File: src/rtl/nv_ram_dp_fifo_pkg.sv
// rtl/nv_ram_dp_fifo_pkg.sv - shared constants and types for the dual-port RAM FIFO controller
package nv_ram_dp_fifo_pkg;

  localparam int DEPTH_DEFAULT = 256;
  localparam int AW_DEFAULT    = 8;
  localparam int DW_DEFAULT    = 64;
  localparam int OBUF_DEPTH    = 2;
  localparam int RAM_RD_LAT    = 1;

  typedef logic [AW_DEFAULT-1:0] ptr_t;
  typedef logic [AW_DEFAULT:0]   cnt_t;
  typedef logic [1:0]            obuf_cnt_t;

endpackage

File: src/rtl/nv_ram_dp_fifo_obuf.sv
// rtl/nv_ram_dp_fifo_obuf.sv - 2-entry in-order output buffer that catches RAM read data
module nv_ram_dp_fifo_obuf
  import nv_ram_dp_fifo_pkg::*;
#(
  parameter int DW = DW_DEFAULT
) (
  input  logic          clk,
  input  logic          rst_n,
  input  logic          cap,
  input  logic [DW-1:0] cap_data,
  input  logic          pop,
  output logic [DW-1:0] head,
  output obuf_cnt_t     cnt
);

  logic [DW-1:0] ent0;
  logic [DW-1:0] ent1;

  // ent0 is always the head; capture with cnt==2 is excluded by the read credit rule
  always_ff @(posedge clk or negedge rst_n) begin
    if (!rst_n) begin
      ent0 <= '0;
      ent1 <= '0;
      cnt  <= '0;
    end else begin
      case ({cap, pop})
        2'b10: begin
          if (cnt == 2'd0) ent0 <= cap_data;
          else             ent1 <= cap_data;
          cnt <= cnt + 2'd1;
        end
        2'b01: begin
          ent0 <= ent1;
          cnt  <= cnt - 2'd1;
        end
        2'b11: begin
          if (cnt == 2'd1) begin
            ent0 <= cap_data;
          end else begin
            ent0 <= ent1;
            ent1 <= cap_data;
          end
        end
        default: ;
      endcase
    end
  end

  assign head = ent0;

endmodule

File: src/rtl/nv_ram_dp_fifo_ctrl.sv
// rtl/nv_ram_dp_fifo_ctrl.sv - valid/ready FIFO controller for a 1-cycle-latency dual-port RAM
// Optional occupancy output fifo_count enabled by NV_RAM_DP_FIFO_COUNT_EN.
module nv_ram_dp_fifo_ctrl
  import nv_ram_dp_fifo_pkg::*;
#(
  parameter int DEPTH = DEPTH_DEFAULT,
  parameter int AW    = AW_DEFAULT,
  parameter int DW    = DW_DEFAULT
) (
  input  logic          nvdla_core_clk,
  input  logic          nvdla_core_rstn,
  input  logic          wr_pvld,
  output logic          wr_prdy,
  input  logic [DW-1:0] wr_pd,
  output logic          rd_pvld,
  input  logic          rd_prdy,
  output logic [DW-1:0] rd_pd,
  output logic          ram_cenb,
  output logic [AW-1:0] ram_ab,
  output logic [DW-1:0] ram_db,
  output logic          ram_cena,
  output logic [AW-1:0] ram_aa,
  input  logic [DW-1:0] ram_qa
`ifdef NV_RAM_DP_FIFO_COUNT_EN
  ,
  output logic [AW+1:0] fifo_count
`endif
);

  localparam logic [AW:0]   FULL_CNT = (AW+1)'(DEPTH);
  localparam logic [AW-1:0] PTR_ONE  = AW'(1);

  logic [AW-1:0] wr_ptr;
  logic [AW-1:0] rd_ptr;
  logic [AW:0]   ram_cnt;
  logic [AW:0]   ram_cnt_nxt;
  logic          inflight;
  logic          wr_prdy_q;
  logic          push;
  logic          pop;
  logic          issue;
  logic [2:0]    credit;
  obuf_cnt_t     obuf_cnt;

  // Gating with reset keeps the write strobe quiet while reset is held
  assign wr_prdy = wr_prdy_q & nvdla_core_rstn;
  assign push    = wr_pvld & wr_prdy;
  assign pop     = rd_pvld & rd_prdy;

  // Only prefetch when the entry it returns is guaranteed a slot in the output buffer
  assign credit      = {1'b0, obuf_cnt} + {2'b00, inflight} - {2'b00, pop};
  assign issue       = (ram_cnt != '0) && (credit < 3'(OBUF_DEPTH));
  assign ram_cnt_nxt = ram_cnt + {{AW{1'b0}}, push} - {{AW{1'b0}}, issue};

  assign ram_cenb = ~push;
  assign ram_ab   = wr_ptr;
  assign ram_db   = wr_pd;
  assign ram_cena = ~issue;
  assign ram_aa   = rd_ptr;
  assign rd_pvld  = (obuf_cnt != '0);

  always_ff @(posedge nvdla_core_clk or negedge nvdla_core_rstn) begin
    if (!nvdla_core_rstn) begin
      wr_ptr    <= '0;
      rd_ptr    <= '0;
      ram_cnt   <= '0;
      inflight  <= 1'b0;
      wr_prdy_q <= 1'b1;
    end else begin
      if (push)  wr_ptr <= wr_ptr + PTR_ONE;
      if (issue) rd_ptr <= rd_ptr + PTR_ONE;
      ram_cnt   <= ram_cnt_nxt;
      inflight  <= issue;
      wr_prdy_q <= (ram_cnt_nxt < FULL_CNT);
    end
  end

  nv_ram_dp_fifo_obuf #(.DW(DW)) u_obuf (
    .clk      (nvdla_core_clk),
    .rst_n    (nvdla_core_rstn),
    .cap      (inflight),
    .cap_data (ram_qa),
    .pop      (pop),
    .head     (rd_pd),
    .cnt      (obuf_cnt)
  );

`ifdef NV_RAM_DP_FIFO_COUNT_EN
  assign fifo_count = {1'b0, ram_cnt} + {{(AW+1){1'b0}}, inflight} + {{AW{1'b0}}, obuf_cnt};
`endif

endmodule

File: config.mk
export PLATFORM = sky130hd
export DESIGN_NAME = nv_ram_dp_fifo_ctrl
export DESIGN_NICKNAME = d
export VERILOG_FILES = /design/src/rtl/nv_ram_dp_fifo_pkg.sv /design/src/rtl/nv_ram_dp_fifo_obuf.sv /design/src/rtl/nv_ram_dp_fifo_ctrl.sv
export SDC_FILE = /design/constraint.sdc
export NUM_CORES = 1
export LEC_CHECK = 0
export BUFFER_PORTS_ARGS = -buffer_cell sky130_fd_sc_hd__buf_2
export CORE_AREA = 5 5 125 127
export DETAILED_ROUTE_END_ITERATION = 6
export DIE_AREA = 0 0 130 132
export PLACE_DENSITY = 0.94
export SLEW_MARGIN = 20
export SYNTH_ARGS = -nofsm -noshare
export SYNTH_HDL_FRONTEND = slang
export SYNTH_SLANG_ARGS = --single-unit
File: constraint.sdc
create_clock -name nvdla_core_clk -period 6.02 [get_ports nvdla_core_clk]
set_clock_uncertainty 0.15 [all_clocks]
set_input_delay 1.204 -clock nvdla_core_clk [delete_from_list [all_inputs] [get_ports nvdla_core_clk]]
set_output_delay 1.204 -clock nvdla_core_clk [all_outputs]
set_load 0.01 [all_outputs]
==> results of run 1 <==
==> flip-flops by register name (all words and copies together), names as in the netlist <==
signal and flops:
wr_prdy_q 1, ram_aa 8, u_obuf.ent1 64, inflight 1
u_obuf.head 64, ram_ab 8, ram_cnt 9, u_obuf.cnt 2
==> per-stage QoR <==
stage                     setup slack [ns]  total power, µW  hold slack (ns)  instances  instance area, µm²
after global placement                1.63             4130            0.306        831                7770
final                                 1.79             5420            0.322        863                8430
after global routing                  1.37             5810            0.353        863                8430
after floorplan                       1.90             3660            0.309        581                7400
after detailed placement              1.48             4260            0.325        831                7770
after CTS                             1.73             5490            0.333        863                8430
==> cell type report <==
class                      count  area (µm²)  share of cell area, %
clock buffer                  18         439                   5.21
clock inverter                14         215                   2.55
inverter                      18        70.1                  0.831
multi-input combinational    315        2740                   32.5
sequential                   157        3930                   46.6
tap                          184         230                   2.73
timing repair buffer         157         807                   9.57
==> critical path, delay by kind of cell, from the launching register on <==
family	cells	cell delay [ns]
DFF	1	0.43
buffers and inverters	4	0.48
xor gates and xnor gates	1	0.29
adders and majority gates	4	1.25
and+or+nand+nor	6	0.72
AOI/OAI and AO/OA	4	0.78
==> metal layers <==
| layer | global-route usage, % | vias up | wire length, µm | share of wire (%) |
|---|---|---|---|---|
| li1 | - | 2172 | - | - |
| met1 | 23.5 | 2476 | 6380 | 40 |
| met2 | 31.4 | 196 | 7980 | 50 |
| met3 | 5.51 | 52 | 1160 | 7.2 |
| met4 | 9.01 | 2 | 485 | 3.0 |
| met5 | 0 | - | 13 | 0.081 |
==> placed cells by master (no fill, tap or decap), drive strengths merged, types with 9 or more instances in the layout <==
cell / count
a21oi: 9
a221o: 64
and2: 65
buf: 157
clkbuf: 18
dfrtp: 156
ha: 17
inv: 19
mux2: 66
nand2: 17
xnor2: 20
==> path summary, 6_finish.rpt <==
check | cells past startpoint | from | end | slack (ns)
max in group asynchronous | 2 | nvdla_core_rstn | u_obuf.ent1[43] | 3.95
min | 1 | ram_aa[7] | ram_aa[7] | 0.32
max | 19 | u_obuf.cnt[1] | ram_cnt[8] | 1.79
min reg2reg | 1 | ram_aa[7] | ram_aa[7] | 0.32
min in group asynchronous | 1 | nvdla_core_rstn | ram_ab[2] | 0.56
max reg2reg | 19 | u_obuf.cnt[1] | ram_cnt[8] | 1.79
==> logic make-up (layout without fill, tap and decap cells) <==
kind of cell / after synthesis / count (layout) / synth area share (%)
flip-flops: 157 / 157 / 53.1
AND/OR/NAND/NOR: 124 / 124 / 9.88
buffers and inverters: 109 / 207 / 10.0
AO/OA/AOI/OAI: 83 / 83 / 10.8
multiplexers: 67 / 67 / 10.2
XOR/XNOR: 22 / 22 / 2.60
adder cells (fa/ha/maj): 19 / 19 / 3.42
==> report_power, final <==
part	switching [µW]	total [µW]	internal, µW
clock network	425	1170	749
logic	1180	2340	1170
registers	303	1900	1600
==> results.md, run 1 <==
- Post-route ant nets: 0
- Final core utilization: 58.9%
- Ys async rst share: 100%
- CP Max Fanout: 9
- Synth top cells by count: dfrtp_1 (156), and2_1 (65), buf_4 (64)
- RSZ-0062 raised after global routing: no
- Pins Over Slew Limit: 0
- Most frequent cell after synthesis: dfrtp_1
- Critical Path, Cell by Cell: inv_1, ha_1, inv_2, nand2_4, nor2_1, o21ai_0, fa_1, xnor2_1, o311ai_4, clkinv_1, nand2_1, nand2_1, ha_1, inv_1, fa_1, nand2b_1, a21oi_1, o41a_1, nand3_1
- GRT Residual Overflow: 0
- Num CTS Buffers: 17
- Crit start category: register
- CP Data Required Time: a little over 6 ns
- Initial Utilization: approximately half
- Final Hold Fails: 0
- Initial antenna violation count: 1
- Worst-Skew Late Latency: 0.41 ns
- First-pass GRT wire length: 26400 µm
- First-pass DRT Iterations: 4
- Via count: 4898
- Routability cong.: 0.808
- Seq cells post-synth: 157
- Share of post-route cells with drive strength above 1: 39.2%
- Top_reg_cell synth: dfrtp_1
- Synth area leaders: dfrtp_1 (53%), mux2_2 (9.0%), a221o_1 (8.1%)
- Core ar.: between 10000 and 15000 µm²
- Status: complete, no violations
- Largest net degree at the start of global routing: 67
- Layout area overhead: 13.9%
- Htree depth: 4
- # setup viols final: 0
- Net Count, Synth: 732
- Setup Fix Bufs, Post-CTS: 0
- Arrival time at the worst endpoint: 4.36 ns
- Port Buffers: about 150
- Leakage: 0.00399 µW
- Die ar.: 17200 µm²
- Max-Cap Viols: 0
- I/O pins: 280
- Diode count: 0
- Max-slew headroom: 44.8%
- Drc violations: 0
- Area share of the leading cell type in the synthesized netlist: 52.8%
- Worst Tran Pin Value: 0.828 ns
- First DRT Iteration DRCs: 285
- Vias in the first global route: 5242
- Crit share post-route: 70.3%
- Fillers: 1141
- CTS tree: built
- Mapped Cells: 581
- Crit path time final: 4.23 ns
- Yosys top cell by area: dfrtp_1
- Seq/Total Area, Yosys: between 50% and 60%
- Clock sinks: 157
- WL final: 16000 µm
- Post-synthesis cell area: 7400 µm²
- Final HPWL DP: between 10000 and 15000 µm
- Rows: 44
- Worst Hold Class: reg2reg
- Worst vdd ir: ~0.38 mV
- Crit-path slowest cell: dfrtp_1
- Clock buffer depth: 2
- CP peak stage delay: 0.43 ns
- Post-CTS Resized: 0
- Tot GR Track Use: 19.3%
- Clock-pin transition on the worst setup and hold timing paths: about 0.060 ns
- Setup TNS: 0 ns
- PwrDens: 643 nW/µm²
- Maximum clock frequency: ~240 MHz
- Die Ht: 132 µm
- Syn Area/Cell: between 10 and 15 µm²
- Avg WL per Cell: 18.6 µm
- Type of the worst setup path: reg2reg
- Post-CTS Hold Buffers: 0
- Die Wd: between 100 and 150 µm
- Unique masters post-synth: 47
- EDFF count, synth: 0
- Total number of yosys warnings: 0
- Clk root buf: clkbuf_16
- Vias per inst: 5.68
- Nets: 817
- Endpoint type of the worst setup path: register
Power figures use the tool's default switching activity.
==> inputs of run 2 (changes only) <==
ABC_AREA = 1   (was unset)
CORE_AREA = 5 5 141 143   (was 5 5 125 127)
DIE_AREA = 0 0 146 148   (was 0 0 130 132)
PLACE_DENSITY = 0.91   (was 0.94)
clock period = 4.02 ns   (was 6.02 ns; I/O delays follow)
==> results.md, run 2 <==
- Seq/Total Area, Yosys: about two fifths
- Most frequent cell after synthesis: nand2_1
- Fillers: 1620
- Max-slew headroom: 35.4%
- Max-Cap Viols: 0
- Status: complete, no violations
- Die ar.: 21600 µm²
- Synth area leaders: dfrtp_1 (41%), nand2_1 (19%), nand3_1 (7.5%)
- WL final: 22700 µm
- Initial Utilization: 52.0%
- Net Count, Synth: about 1400
- I/O pins: 280
- CP Data Required Time: 3.07 ns
- PwrDens: 873 nW/µm²
- Core ar.: 18500 µm²
- First-pass DRT Iterations: 5
- Worst-Skew Late Latency: a little over 0.4 ns
- Vias per inst: 5.34
- Leakage: 0.00548 µW
- CP Max Fanout: 9
- Commonest non-fill, non-tap cell in the layout: nand2_1
- Register area: around 3900 µm²
- Routability cong.: about 0.81
- Via count: 8402
- # setup viols final: 0
- Unique masters post-synth: 31
- Die Ht: 148 µm
- Ys async rst share: 100%
- First DRT Iteration DRCs: 659
- GRT Residual Overflow: 0
- First-pass GRT wire length: 38200 µm
- Clock sinks: between 150 and 200
- Maximum clock frequency: 272 MHz
- Final HPWL DP: roughly 15000 µm
- Yosys top cell by area: dfrtp_1
- Seq cells post-synth: ~160
- Initial antenna violation count: 0
- Nets: between 1000 and 1500
- Area share of the leading cell type in the synthesized netlist: 40.6%
- Diode count: 0
- Top_reg_cell synth: dfrtp_1
- Tot GR Track Use: between 20% and 30%
- Port Buffers: roughly 150
- Largest net degree at the start of global routing: 81
- Share of post-route cells with drive strength above 1: 23.7%
- Syn Area/Cell: ~7.5 µm²
- Die Wd: between 100 and 150 µm
- Clk root buf: clkbuf_16
- Clock buffer depth: 2
- Placed inst area: 9860 µm²
- Multi-input logic area: 4310 µm²
- Htree depth: 4
- Most frequent cells in the layout: nand2_1 (491), dfrtp_1 (154), buf_2 (150), nand3_1 (143), inv_1 (108)
- Synth top cells by count: nand2_1 (493), dfrtp_1 (156), nand3_1 (143)
- Mapped Cells: 1273
- Worst vdd ir: 0.783 mV
- Rows: 50
- Crit start category: register
- Avg WL per Cell: roughly 14 µm
- Drc violations: 0
- Type of the worst setup path: reg2out
- Post-route ant nets: 0
- Design Area, Final: 10400 µm²
- Final Hold Fails: 0
- Clock-pin transition on the worst setup and hold timing paths: 0.06 ns
- Worst Hold Class: in2async
- CTS tree: built
- Final core utilization: 56.6%
- Total number of yosys warnings: 0
- Crit share post-route: about nine tenths
- Arrival time at the worst endpoint: 2.72 ns
- Layout area overhead: 8.78%
- Post-synthesis cell area: 9610 µm²
- Worst Tran Pin Value: 0.967 ns
- EDFF count, synth: 0
- Endpoint type of the worst setup path: output port
- Num CTS Buffers: 17
- Post-CTS Hold Buffers: 0
- Vias in the first global route: 8273
- Crit path time final: 3.68 ns
- Pins Over Slew Limit: 0
run 2: path summary, 6_finish.rpt:
kind	from	end	slack, ns	depth (start not counted)
max in group asynchronous	nvdla_core_rstn	u_obuf.cnt[1]	2.48	2
worst min-delay path	nvdla_core_rstn	ram_ab[5]	0.09	1
min in group nvdla_core_clk	u_obuf.head[24]	u_obuf.head[24]	0.33	2
worst min register to register	u_obuf.head[24]	u_obuf.head[24]	0.33	2
worst max-delay path	u_obuf.cnt[1]	ram_cena	0.34	16
worst max register to register	u_obuf.cnt[1]	ram_cnt[8]	0.42	24
run 2: kinds of logic (layout without fill, tap and decap cells):
| kind of cell | count (synthesis) | in the layout | synth area share (%) |
|---|---|---|---|
| adders and majority gates | 19 | 19 | 2.63 |
| AOI/OAI and AO/OA | 135 | 135 | 9.65 |
| xor gates and xnor gates | 15 | 15 | 1.37 |
| and+or+nand+nor | 703 | 703 | 30.9 |
| DFF | 157 | 157 | 40.9 |
| buffers and inverters | 244 | 310 | 14.5 |
run 2: cell type report:
type	instances	area share (%)
repair buffers	165	8.90
flip-flops and latches	157	37.6
multi-input cells	872	41.2
inverters	113	4.07
clock buffers	20	4.27
clock inverters	12	1.08
well taps	234	2.80
run 2: timing repair:
item | 4_1_cts | 5_1_grt
setup buffers | 0 | 2
gates resized for setup | 0 | 5
endpoints found under the setup margin | 0 | 4
run 2: routing by layer:
layer / track usage (%) / vias to the layer above / wire length (µm)
met3: 5.76 / 62 / 1950
met4: 9.60 / 0 / 569
met2: 34.5 / 343 / 10700
met1: 25.8 / 3969 / 9470
li1: - / 4028 / -
met5: 0 / - / 0
run 2: stage by stage:
step           std cells  hold slack, ns  setup slack [ns]  TNS [ns]  total power (µW)
6_report            1573          0.0895             0.344         0              9120
2_1_floorplan       1273           0.329             0.505         0              6540
5_1_grt             1573          0.0754          -0.00456  -0.00769              9950
3_3_place_gp        1539           0.306             0.322         0              7350
4_1_cts             1571          0.0780             0.122         0              9120
3_5_place_dp        1539           0.310             0.204         0              7550
run 2: critical path, stage by stage, from the launching register on:
cell     delay (ns)
dfrtp_2        0.44
inv_2          0.10
ha_2           0.19
inv_2          0.07
nand2_2        0.10
inv_1          0.07
nor2_1         0.07
o21ai_0        0.10
fa_1           0.41
inv_1          0.07
nor2_1         0.04
nor2_1         0.10
nand2_1        0.10
inv_1          0.06
nand2_1        0.05
buf_4          0.17
buf_2          0.14
run 2: report_power, final:
part	switching (µW)	total, µW	internal [µW]	leakage, µW
registers	428	2780	2360	0.00194
logic	3060	4800	1740	0.00330
clock network	672	1540	871	0.000247
total	4160	9120	4970	0.00548
==> inputs of run 3 (changes only) <==
ABC_AREA = 0   (was 1)
CORE_AREA = 5 5 128 130   (was 5 5 141 143)
DIE_AREA = 0 0 133 135   (was 0 0 146 148)
PLACE_DENSITY = 0.9   (was 0.91)
SETUP_SLACK_MARGIN = 0.2   (was unset)
==> results.md, run 3 (synthesis results as in run 1) <==
- Vias in the first global route: 5285
- Clock sinks: 157
- WL final: about 17000 µm
- I/O pins: 280
- Avg WL per Cell: approximately 20 µm
- Nets: 824
- Endpoint type of the worst setup path: register
- Rows: 45
- CP Max Fanout: 6
- Clock-pin transition on the worst setup and hold timing paths: 0.07 ns
- Vias per inst: 5.73
- Crit-path slowest cell: dfrtp_2
- Initial antenna violation count: 0
- Clock buffer depth: 2
- CP peak stage delay: 0.43 ns
- Port Buffers: about 150
- Arrival time at the worst endpoint: 3.88 ns
- Post-route ant nets: 0
- Crit share post-route: approximately nine tenths
- Hold Path Depth: 1
- Pins Over Slew Limit: 0
- Type of the worst setup path: reg2reg
- CP Data Required Time: 4.22 ns
- Setup TNS: 0 ns
- First-pass GRT wire length: 27500 µm
- CTS tree: built
- Diode count: 0
- Via count: approximately 5000
- Critical Path, Cell by Cell: inv_1, ha_2, inv_2, nand2_4, inv_4, nor2_2, o21ai_2, fa_2, xnor2_2, o311ai_4, inv_2, nand2_1, nand2_1, ha_1, inv_1, fa_2, nand2b_4, a21oi_4, o41a_1, and3_1
- Largest net degree at the start of global routing: 81
- Placed inst area: 7810 µm²
- Die Ht: between 100 and 150 µm
- Crit path time final: 3.67 ns
- Clk root buf: clkbuf_16
- Reg2Reg Depth: 20
- Commonest non-fill, non-tap cell in the layout: dfrtp_1
- Num CTS Buffers: 17
- # setup viols final: 0
- Initial Utilization: 49.2%
- Status: complete, no violations
- Routability cong.: 0.820
- Worst-Skew Late Latency: roughly 0.42 ns
- Tot GR Track Use: 19.3%
- Leakage: 0.00401 µW
- Max-Cap Viols: 0
- Final core utilization: 56.4%
- Maximum clock frequency: 272 MHz
- Post-CTS Hold Buffers: 0
- RSZ-0062 raised after global routing: no
- First DRT Iteration DRCs: 283
- Worst Tran Pin Value: 0.903 ns
- First-pass DRT Iterations: 4
- Final Hold Fails: 0
- Share of post-route cells with drive strength above 1: 41.3%
- Drc violations: 0
- Final HPWL DP: 11400 µm
- GRT Residual Overflow: 0
- Crit start category: register
- Fillers: 1191
- Worst vdd ir: 0.506 mV
- Layout area overhead: 14.5%
- Most frequent cells in the layout: dfrtp_1 (155), buf_2 (150), and2_1 (65), a221o_1 (60), mux2_2 (59)
- Htree depth: 4
- PwrDens: 959 nW/µm²
- Core ar.: 15000 µm²
- Design Area, Final: 8470 µm²
- Die Wd: between 100 and 150 µm
- Worst Hold Class: reg2reg
- Max-slew headroom: 39.7%
- Die ar.: 18000 µm²
-- run 3: cell types whose count changed in the layout (fill, tap and decap cells not counted), sizes merged, moves of 4 or more --
| cell | previous run | this run |
|---|---|---|
| clkinvlp | 8 | 3 |
| inv | 114 | 21 |
| nand2 | 533 | 17 |
| nor2 | 16 | 6 |
| nand2b | 0 | 4 |
| a21oi | 4 | 9 |
| o21ai | 131 | 3 |
| xnor2 | 6 | 20 |
| xor2 | 9 | 2 |
| mux2 | 0 | 66 |
| and3 | 0 | 5 |
| a221o | 0 | 64 |
| nand3 | 146 | 5 |
| and2 | 2 | 65 |
-- run 3: final timing paths --
check | from | slack, ns | endpoint
max | u_obuf.cnt[1] | 0.35 | wr_prdy_q
min | ram_ab[7] | 0.33 | ram_ab[7]
max reg2reg | u_obuf.cnt[1] | 0.35 | wr_prdy_q
min reg2reg | ram_ab[7] | 0.33 | ram_ab[7]
max in group asynchronous | nvdla_core_rstn | 2.22 | u_obuf.head[39]
min in group asynchronous | nvdla_core_rstn | 0.35 | ram_aa[3]
-- run 3: cell type report --
cell class                 count  area (µm²)  share of cell area, %
tap                          188         235                   2.78
clock inverter                13         138                   1.62
timing repair buffer         164         867                   10.2
sequential                   157        3930                   46.4
multi-input combinational    315        2790                   32.9
inverter                      18        70.1                  0.827
clock buffer                  19         443                   5.23
-- run 3: power breakdown --
part | switching, µW | total [µW] | internal (µW)
sequential | 460 | 2860 | 2400
clock | 648 | 1580 | 933
combinational | 1850 | 3690 | 1830
total | 2960 | 8120 | 5160
-- run 3: critical path: cells and delay by family (launching register included) --
family / cells / cell delay, ns
adder cells (fa/ha/maj): 4 / 1.12
AND/OR/NAND/NOR: 6 / 0.77
AO/OA/AOI/OAI: 4 / 0.60
flip-flops: 1 / 0.43
buffers and inverters: 5 / 0.37
XOR/XNOR: 1 / 0.18
-- run 3: per-stage QoR --
stage	instances	worst slack, ns	total power [µW]	hold slack, ns
floorplan	581	0.243	5490	0.309
global placement	839	0.136	6250	0.308
detailed placement	839	0.0229	6410	0.319
CTS	872	0.205	8080	0.334
global route	874	0.160	8660	0.347
finish	874	0.348	8120	0.326
-- run 3: repair_timing --
action / 4_1_cts / 5_1_grt
hold endpoints to repair: 0 / 0
gates cloned: 0 / 0
setup endpoints to repair: 3 / 5
pin swaps: 0 / 3
buffers inserted: 1 / 2
resized for setup: 4 / 9
-- run 3: layer usage --
metal | track usage (%) | vias up | routed length [µm] | part of all wire (%)
li1 | - | 2198 | - | -
met1 | 23.1 | 2523 | 7020 | 41
met2 | 32.0 | 205 | 8360 | 49
met3 | 5.37 | 86 | 1010 | 5.9
met4 | 10.1 | 0 | 794 | 4.6
met5 | 0 | - | 0 | 0
